**src/rtl/vec_dot_sequencer.sv**
```systemverilog
// Chunked dot-product sequencer: feeds the shared adder tree one chunk per
// cycle and accumulates the sign-extended tree sums into a wide total.
module vec_dot_sequencer #(
    parameter int PARTIAL_SUM_BW = 20,
    parameter int PARTIAL_MUL_BW = 16,
    parameter int MATRIX_SIZE    = 8,
    parameter int ACC_BW         = 32,
    parameter int CNT_BW         = 8
) (
    input  logic                                  clk,
    input  logic                                  rst_n,
    input  logic                                  start,
    input  logic [CNT_BW-1:0]                     num_chunks,
    input  logic                                  abort,
    output logic                                  busy,
    input  logic                                  in_valid,
    output logic                                  in_ready,
    input  logic [PARTIAL_MUL_BW*MATRIX_SIZE-1:0] in_data_flat,
    output logic [PARTIAL_MUL_BW*MATRIX_SIZE-1:0] tree_data_flat,
    input  logic [PARTIAL_SUM_BW-1:0]             tree_sum,
    output logic                                  out_valid,
    input  logic                                  out_ready,
    output logic [ACC_BW-1:0]                     out_sum,
    output logic                                  out_ovf
);

    typedef enum logic [1:0] {
        IDLE,
        RUN,
        DONE
    } state_t;

    state_t state, state_nx;

    logic [CNT_BW-1:0] num_r;
    logic [CNT_BW-1:0] cnt;
    logic              s1_valid;
    logic [ACC_BW-1:0] acc;
    logic [ACC_BW-1:0] ext;
    logic [ACC_BW-1:0] acc_add;
    logic              acc_ovf;
    logic              add_ovf;
    logic              in_fire;
    logic              start_ok;
    logic              last_acc;

    assign start_ok = (state == IDLE) && start && (num_chunks != '0);
    assign busy     = (state != IDLE);
    assign in_ready = (state == RUN) && (cnt < num_r);
    assign in_fire  = in_valid && in_ready;
    assign last_acc = s1_valid && (cnt == num_r) && !in_fire;

    assign out_valid = (state == DONE);
    assign out_sum   = out_valid ? acc : '0;
    assign out_ovf   = out_valid && acc_ovf;

    // Overflow: operands agree in sign but the result does not
    assign ext     = ACC_BW'($signed(tree_sum));
    assign acc_add = acc + ext;
    assign add_ovf = (acc[ACC_BW-1] == ext[ACC_BW-1]) &&
                     (acc_add[ACC_BW-1] != acc[ACC_BW-1]);

    always_ff @(posedge clk or negedge rst_n) begin
        if (!rst_n) begin
            state <= IDLE;
        end else begin
            state <= state_nx;
        end
    end

    always_comb begin
        state_nx = state;
        unique case (state)
            IDLE: begin
                if (start_ok) state_nx = RUN;
            end
            RUN: begin
                if (abort)         state_nx = IDLE;
                else if (last_acc) state_nx = DONE;
            end
            DONE: begin
                if (abort || out_ready) state_nx = IDLE;
            end
            default: state_nx = IDLE;
        endcase
    end

    always_ff @(posedge clk or negedge rst_n) begin
        if (!rst_n) begin
            num_r          <= '0;
            cnt            <= '0;
            s1_valid       <= 1'b0;
            acc            <= '0;
            acc_ovf        <= 1'b0;
            tree_data_flat <= '0;
        end else if (start_ok) begin
            num_r    <= num_chunks;
            cnt      <= '0;
            s1_valid <= 1'b0;
            acc      <= '0;
            acc_ovf  <= 1'b0;
        end else if (state == RUN && !abort) begin
            s1_valid <= in_fire;
            if (in_fire) begin
                tree_data_flat <= in_data_flat;
                cnt            <= cnt + CNT_BW'(1);
            end
            if (s1_valid) begin
                acc     <= acc_add;
                acc_ovf <= acc_ovf | add_ovf;
            end
        end else begin
            s1_valid <= 1'b0;
        end
    end

endmodule

```
**config.mk**
```make
export PLATFORM = sky130hd
export DESIGN_NAME = vec_dot_sequencer
export DESIGN_NICKNAME = d
export VERILOG_FILES = /design/src/rtl/vec_dot_sequencer.sv
export SDC_FILE = /design/constraint.sdc
export NUM_CORES = 1
export LEC_CHECK = 0
export ABC_AREA = 1
export CORE_MARGIN = 2
export CORE_UTILIZATION = 49
export CTS_CLUSTER_DIAMETER = 40
export DETAILED_ROUTE_END_ITERATION = 6
export GPL_ROUTABILITY_DRIVEN = 0
export PLACE_DENSITY = 0.86
export SLEW_MARGIN = 20
export SYNTH_ARGS = -nofsm -noshare
export SYNTH_HDL_FRONTEND = slang
export SYNTH_SLANG_ARGS = --single-unit
```
**constraint.sdc**
```tcl
create_clock -name clk -period 3.77 [get_ports clk]
set_input_delay 0.5655 -clock clk [delete_from_list [all_inputs] [get_ports clk]]
set_output_delay 0.5655 -clock clk [all_outputs]
set_load 0.1 [all_outputs]
```
==> results of run 1 <==
[worst max path at each step]
stage,from,end,slack [ns],depth (start not counted)
CTS,state[1],out_sum[2],1.06,5
detailed placement,tree_sum[0],acc[30],0.82,14
global placement,tree_sum[0],acc[22],0.83,14
finish,state[0],out_valid,1.09,2
global route,state[1],out_sum[10],0.94,5
floorplan,state[0],out_sum[11],0.21,4
[metrics by stage]
step | hold slack (ns) | total power [µW] | worst slack [ns]
3_3_place_gp | 0.461 | 10900 | 0.834
6_report | 0.238 | 12800 | 1.09
3_5_place_dp | 0.464 | 11000 | 0.818
4_1_cts | 0.264 | 12800 | 1.06
5_1_grt | 0.296 | 13300 | 0.945
2_1_floorplan | 0.270 | 9000 | 0.209
[power breakdown]
group          switching (µW)  internal (µW)  total [µW]
clock                     849            882        1730
sequential                425           2650        3080
combinational            6220           1750        7970
total                    7500           5280       12800
[state kept, by name, summed over array words and instances (netlist names)]
name,cells
state,2
tree_data_flat,128
cnt,8
num_r,8
s1_valid,1
acc,32
acc_ovf,1
[cell type report]
type                       count  area [µm²]
clock buffer                  18         429
tap                          234         293
multi-input combinational    903        4090
clock inverter                14         138
timing repair buffer         333        3240
sequential                   180        4500
fill                        1476        5500
inverter                     119         449
[cells by family (layout without fill, tap and decap cells)]
kind of cell,Yosys count,in the layout,share of synthesized area
AO/OA/AOI/OAI,118,118,0.0679
XOR/XNOR,11,11,0.0104
adder cells (fa/ha/maj),41,41,0.0563
buffers and inverters,155,484,0.0718
flip-flops,180,180,0.487
AND/OR/NAND/NOR,733,733,0.307
[synth_stat cells, drive strengths merged (5+ instances only)]
master and count:
xnor2 5, nor2 94, clkbuf 10, nand3 36
nand2 589, o21ai 49, inv 119, dfrtp 180
a21oi 50, buf 26, ha 40, o21bai 5
nor3 5, o22ai 10, xor2 6
[per-layer routing]
metal	track usage	share of wire
met2	0.491	0.49
met1	0.331	0.38
met5	0	0
met3	0.0894	0.086
met4	0.126	0.042
==> results.md, run 1 <==
* Buf+Inv Stages, Crit Path at 1
* RSZ-0062 raised after global routing: no
* Die X-Extent at 141 µm
* Most common cell after layout, fill and taps aside: nand2_1
* Via count at 9131
* CORE AREA at 18600 µm²
* Worst-path fanout max at 3
* Row count at 50
* Total wire length at 28500 µm
* Critical path type: reg -> out
* Finished Cell Area at 13100 µm²
* Placed cell areas at 12600 µm²
* Clock Latency Late Sink at 0.43 ns
* R2r startpoint: cnt[1]
* HP Class: in -> async
* Flops & latches, synth at 180
* Total gr overflow at 0
* Initial Utilization at 0.496
* Finish-stage setup viols at 0
* Setup Skew at 0.0123 ns
* I/O Pins at 326
* Post-CTS sizing at 0
* Port Buffers at 325
* Postcts setup bufs at 0
* Number of distinct library cells after synthesis at 35
* Clock Path Buffers at 2
* Crit-path max cell delay at 1.15 ns
* Post-synth EDFFs at 0
* H-tree levels at 4
* Max-capacitance violation count at 0
* Syn Area/Cell at 7.47 µm²
* Total GRT Usage at 0.286
* Slew Limit Fails at 0
* Number of CTS-inserted buffers at 17
* Vias in the first global route at 9241
* CTS clock-pin slew for the worst setup and hold paths at 0.07 ns
* Synthesized area at 9250 µm²
* Max frequency at 373 MHz
* Starting DRT DRC Count at 549
* Setup TNS at 0 ns
* Synth area leader: dfrtp_1
* CP startpoint kind: flop
* Clock Root Buffer: clkbuf_16
* DRC at 0
* Share of cells above drive strength 1 at 0.0523
* Tcrit/Tclk final at 0.711
* CP top delay family: buffers and inverters
* Die H at 141 µm
* Pwr/cell area at 972 nW/µm²
* Sequential cell area fraction in the yosys report at 0.487
* Syn nets at 1441
* Total die area at 20000 µm²
* Reg-to-Reg End: tree_data_flat[49]
* CP cell instances: nor2_2 > clkdlybuf4s50_1
* Status: finished clean
* ANT cells at 0
* Dpl hpwl at 21200 µm
* Worst endpoint data arrival time at 2.11 ns
* Fin. Hold Viols at 0
* First-pass GRT wire length at 45500 µm
* Commonest non-fill, non-tap cells in the layout: nand2_1, clkdlybuf4s50_1, dfrtp_1
* Tmin final at 2.68 ns
* Synth top area share at 0.487
* Fin cells at 1801
* R2R Setup Slk at 1.41 ns
* Antenna violations before repair at 0
* Synth area leaders: dfrtp_1, nand2_1, ha_1
* DRT antenna net count at 0
* CTS Hold Bufs at 0
* Sink Count at 180
* DP Cell Count at 1769
* Ys flop type: dfrtp_1
* Vias per cell at 5.07
* WP data required at 3.20 ns
* Post-DR wirelength/cell at 15.8 µm
* Final Util at 0.705
* Ys Warns at 0
* Largest net degree at the start of global routing at 97
* Worst slew margin at 0.259
* Drt pass-1 iters at 5
* Peak VDD IR at 0.789 mV
* Least-Margin Pin Slew at 1.11 ns
* Reg2Reg Depth at 8
* LEAKAGE at 0.00672 µW
* Mapped Cells at 1238
* Async SR Flop Fraction at 1.00
* CTS tree: built
* CP max-delay cell: clkdlybuf4s50_1
* Crit. End Element: output pin
* # nets final at 1757
* Area grow syn2layout at 42.1%
Power figures use the tool's default switching activity.
==> run 2: changes to the inputs <==
- CORE_UTILIZATION: 49 -> 41
- PLACE_DENSITY: 0.86 -> 0.77
- clock period: 3.77 -> 2.4 ns (I/O delays scaled with it)
==> run 2 against run 1 <==
  * Die area up 19%
  * Sequential power is 57% higher
  * Global-route usage fell by 4.1 points
  * Sequential cell count unchanged
  * Largest cell class unchanged
  * Register-to-register slack got worse by 1.2 ns
  * Cell area increased by 6.0%
  * Final cell count grew 4.5%
  * Highest routed layer unchanged
  * Setup slack worse by 1.0 ns
==> results.md, run 2 (same netlist as run 1, synthesis figures left out) <==
* Total gr overflow at 0 (unchanged)
* Worst Setup SP: cnt[3] (was state[0])
* Max frequency at 432 MHz
* Worst slew margin at 0.649 (was 0.259)
* Die H at 154 µm (was 141 µm)
* Starting DRT DRC Count at 454 (was 549)
* DRC at 0 (unchanged)
* Pwr/cell area at 1450 nW/µm² (was 972 nW/µm²)
* RSZ-0062 raised after global routing: no (unchanged)
* Number of CTS-inserted buffers at 17 (unchanged)
* Fin. Hold Viols at 0 (unchanged)
* CTS clock-pin slew for the worst setup and hold paths at 0.08 ns (was 0.07 ns)
* LEAKAGE at 0.00722 µW (was 0.00672 µW)
* Dpl hpwl at 22300 µm (was 21200 µm)
* Total wire length at 28600 µm (was 28500 µm)
* Setup Skew at 0.0186 ns (was 0.0123 ns)
* Worst-path fanout max at 3 (unchanged)
* Sink Count at 180 (unchanged)
* Post-Place Setup Slack at -0.207 ns (was 0.818 ns)
* Largest Register: tree_data_flat (unchanged)
* Setup TNS at 0 ns (unchanged)
* CP startpoint kind: flop (unchanged)
* R2R Setup Slk at 0.19 ns (was 1.41 ns)
* Status: finished clean (unchanged)
* Initial Utilization at 0.421 (was 0.496)
* Finish-stage setup viols at 0 (unchanged)
* Area grow syn2layout at 50.7% (was 42.1%)
* Reg2Reg Depth at 10 (was 8)
* Top sig layer: met4 (unchanged)
* DRT antenna net count at 0 (unchanged)
* Die X-Extent at 154 µm (was 141 µm)
* Worst endpoint data arrival time at 1.96 ns (was 2.11 ns)
* Clock Path Buffers at 2 (unchanged)
* CORE AREA at 22000 µm² (was 18600 µm²)
* Postcts setup bufs at 0 (unchanged)
* Post-DR wirelength/cell at 15.2 µm (was 15.8 µm)
* Least-Margin Pin Slew at 0.527 ns (was 1.11 ns)
* Slew Limit Fails at 0 (unchanged)
* First-pass GRT wire length at 46100 µm (was 45500 µm)
* Slack of the critical path at 0.0839 ns (was 1.09 ns)
* Row count at 54 (was 50)
* DRT met1 WL at 10700 µm (was 10800 µm)
* Total GRT Usage at 0.245 (was 0.286)
* Max-capacitance violation count at 0 (unchanged)
* Tcrit/Tclk final at 0.965
* H-tree levels at 4 (unchanged)
* Reg-to-Reg End: cnt[6] (was tree_data_flat[49])
* Sequential cell area at 4500 µm² (unchanged)
* Top flop regs: tree_data_flat (128), acc (32) (unchanged)
* Via count at 9158 (was 9131)
* Share of cells above drive strength 1 at 0.174 (was 0.0523)
* HP Class: in -> reg (was in -> async)
* Port Buffers at 325 (unchanged)
* Met3 WL at 2450 µm (was 2430 µm)
* Met2 routed WL at 14500 µm (was 14100 µm)
* Tmin final at 2.32 ns
* Total die area at 23800 µm² (was 20000 µm²)
* Fillcell total at 1886 (was 1476)
* Vias per cell at 4.87 (was 5.07)
* Fin cells at 1882 (was 1801)
* Largest net degree at the start of global routing at 111 (was 97)
* Vias in the first global route at 9200 (was 9241)
* R2r startpoint: cnt[3] (was cnt[1])
* Commonest non-fill, non-tap cells in the layout: nand2_1, dfrtp_1, buf_4 (was nand2_1, clkdlybuf4s50_1, dfrtp_1)
* Hold Slack at 0.451 ns (was 0.238 ns)
* Area taken by multi-input logic gates at 4340 µm² (was 4090 µm²)
* DP Cell Count at 1848 (was 1769)
* Crit. End Element: output pin (unchanged)
* Critical path type: reg -> out (unchanged)
* Max reg flops at 128 (unchanged)
* Clock Latency Late Sink at 0.43 ns (about the same)
* # nets final at 1791 (was 1757)
* Clock Root Buffer: clkbuf_16 (unchanged)
* Peak VDD IR at 1.38 mV (was 0.789 mV)
* WP data required at 2.04 ns (was 3.20 ns)
* CTS tree: built (unchanged)
* Crit path capture: in_ready (was out_valid)
* I/O Pins at 326 (unchanged)
* Most common cell after layout, fill and taps aside: nand2_1 (unchanged)
* Drt pass-1 iters at 5 (unchanged)
* Antenna violations before repair at 0 (unchanged)
[run 2: cell type report]
| class | instances | area share |
|---|---|---|
| Sequential cell | 180 | 0.323 |
| Clock inverter | 14 | 0.0127 |
| Antenna cell | 1 | 0.000180 |
| Tap cell | 280 | 0.0251 |
| Timing Repair Buffer | 367 | 0.265 |
| Clock buffer | 18 | 0.0308 |
| Inverter | 119 | 0.0322 |
| Multi-Input combinational cell | 903 | 0.311 |
[run 2: report_power, final]
part           internal [µW]  leakage [µW]  switching [µW]
clock                   1510      0.000294            1360
combinational           2650       0.00460            9910
sequential              4160       0.00233             690
total                   8320       0.00722           12000
[run 2: how the worst min path moves through the flow]
stage	startpoint	end	slack, ns	cells after the start
final	in_data_flat[85]	tree_data_flat[85]	0.45	3
after global placement	rst_n	acc[6]	0.38	1
after detailed placement	rst_n	acc[9]	0.38	1
after CTS	in_data_flat[121]	tree_data_flat[121]	0.43	3
after global routing	in_data_flat[64]	tree_data_flat[64]	0.45	3
after floorplan	rst_n	acc[0]	0.06	0
[run 2: critical path, cell delays in order (launching register included)]
cell and delay (ns):
dfrtp_1 0.42, ha_1 0.32, a21oi_1 0.16, o21ai_0 0.17
a21oi_4 0.24, buf_12 0.21
[run 2: metrics by stage]
| step | utilization | area [µm²] | total power, µW |
|---|---|---|---|
| 2_1_floorplan | - | 9510 | 14300 |
| 3_3_place_gp | 0.607 | 13300 | 17300 |
| 3_5_place_dp | 0.607 | 13300 | 17500 |
| 4_1_cts | 0.635 | 13900 | 20400 |
| 5_1_grt | 0.635 | 13900 | 21200 |
| 6_report | 0.635 | 13900 | 20300 |
[run 2: routing by layer]
layer / vias up / track usage
met5: - / 0
met4: 0 / 0.0961
met3: 53 / 0.0709
met2: 341 / 0.439
met1: 4240 / 0.275
li1: 4524 / -
[run 2: what timing repair did]
action	CTS	global route
endpoints found under the setup margin	0	2
endpoints found under the hold margin	54	0
resized for setup	0	1
hold buffers	1	0
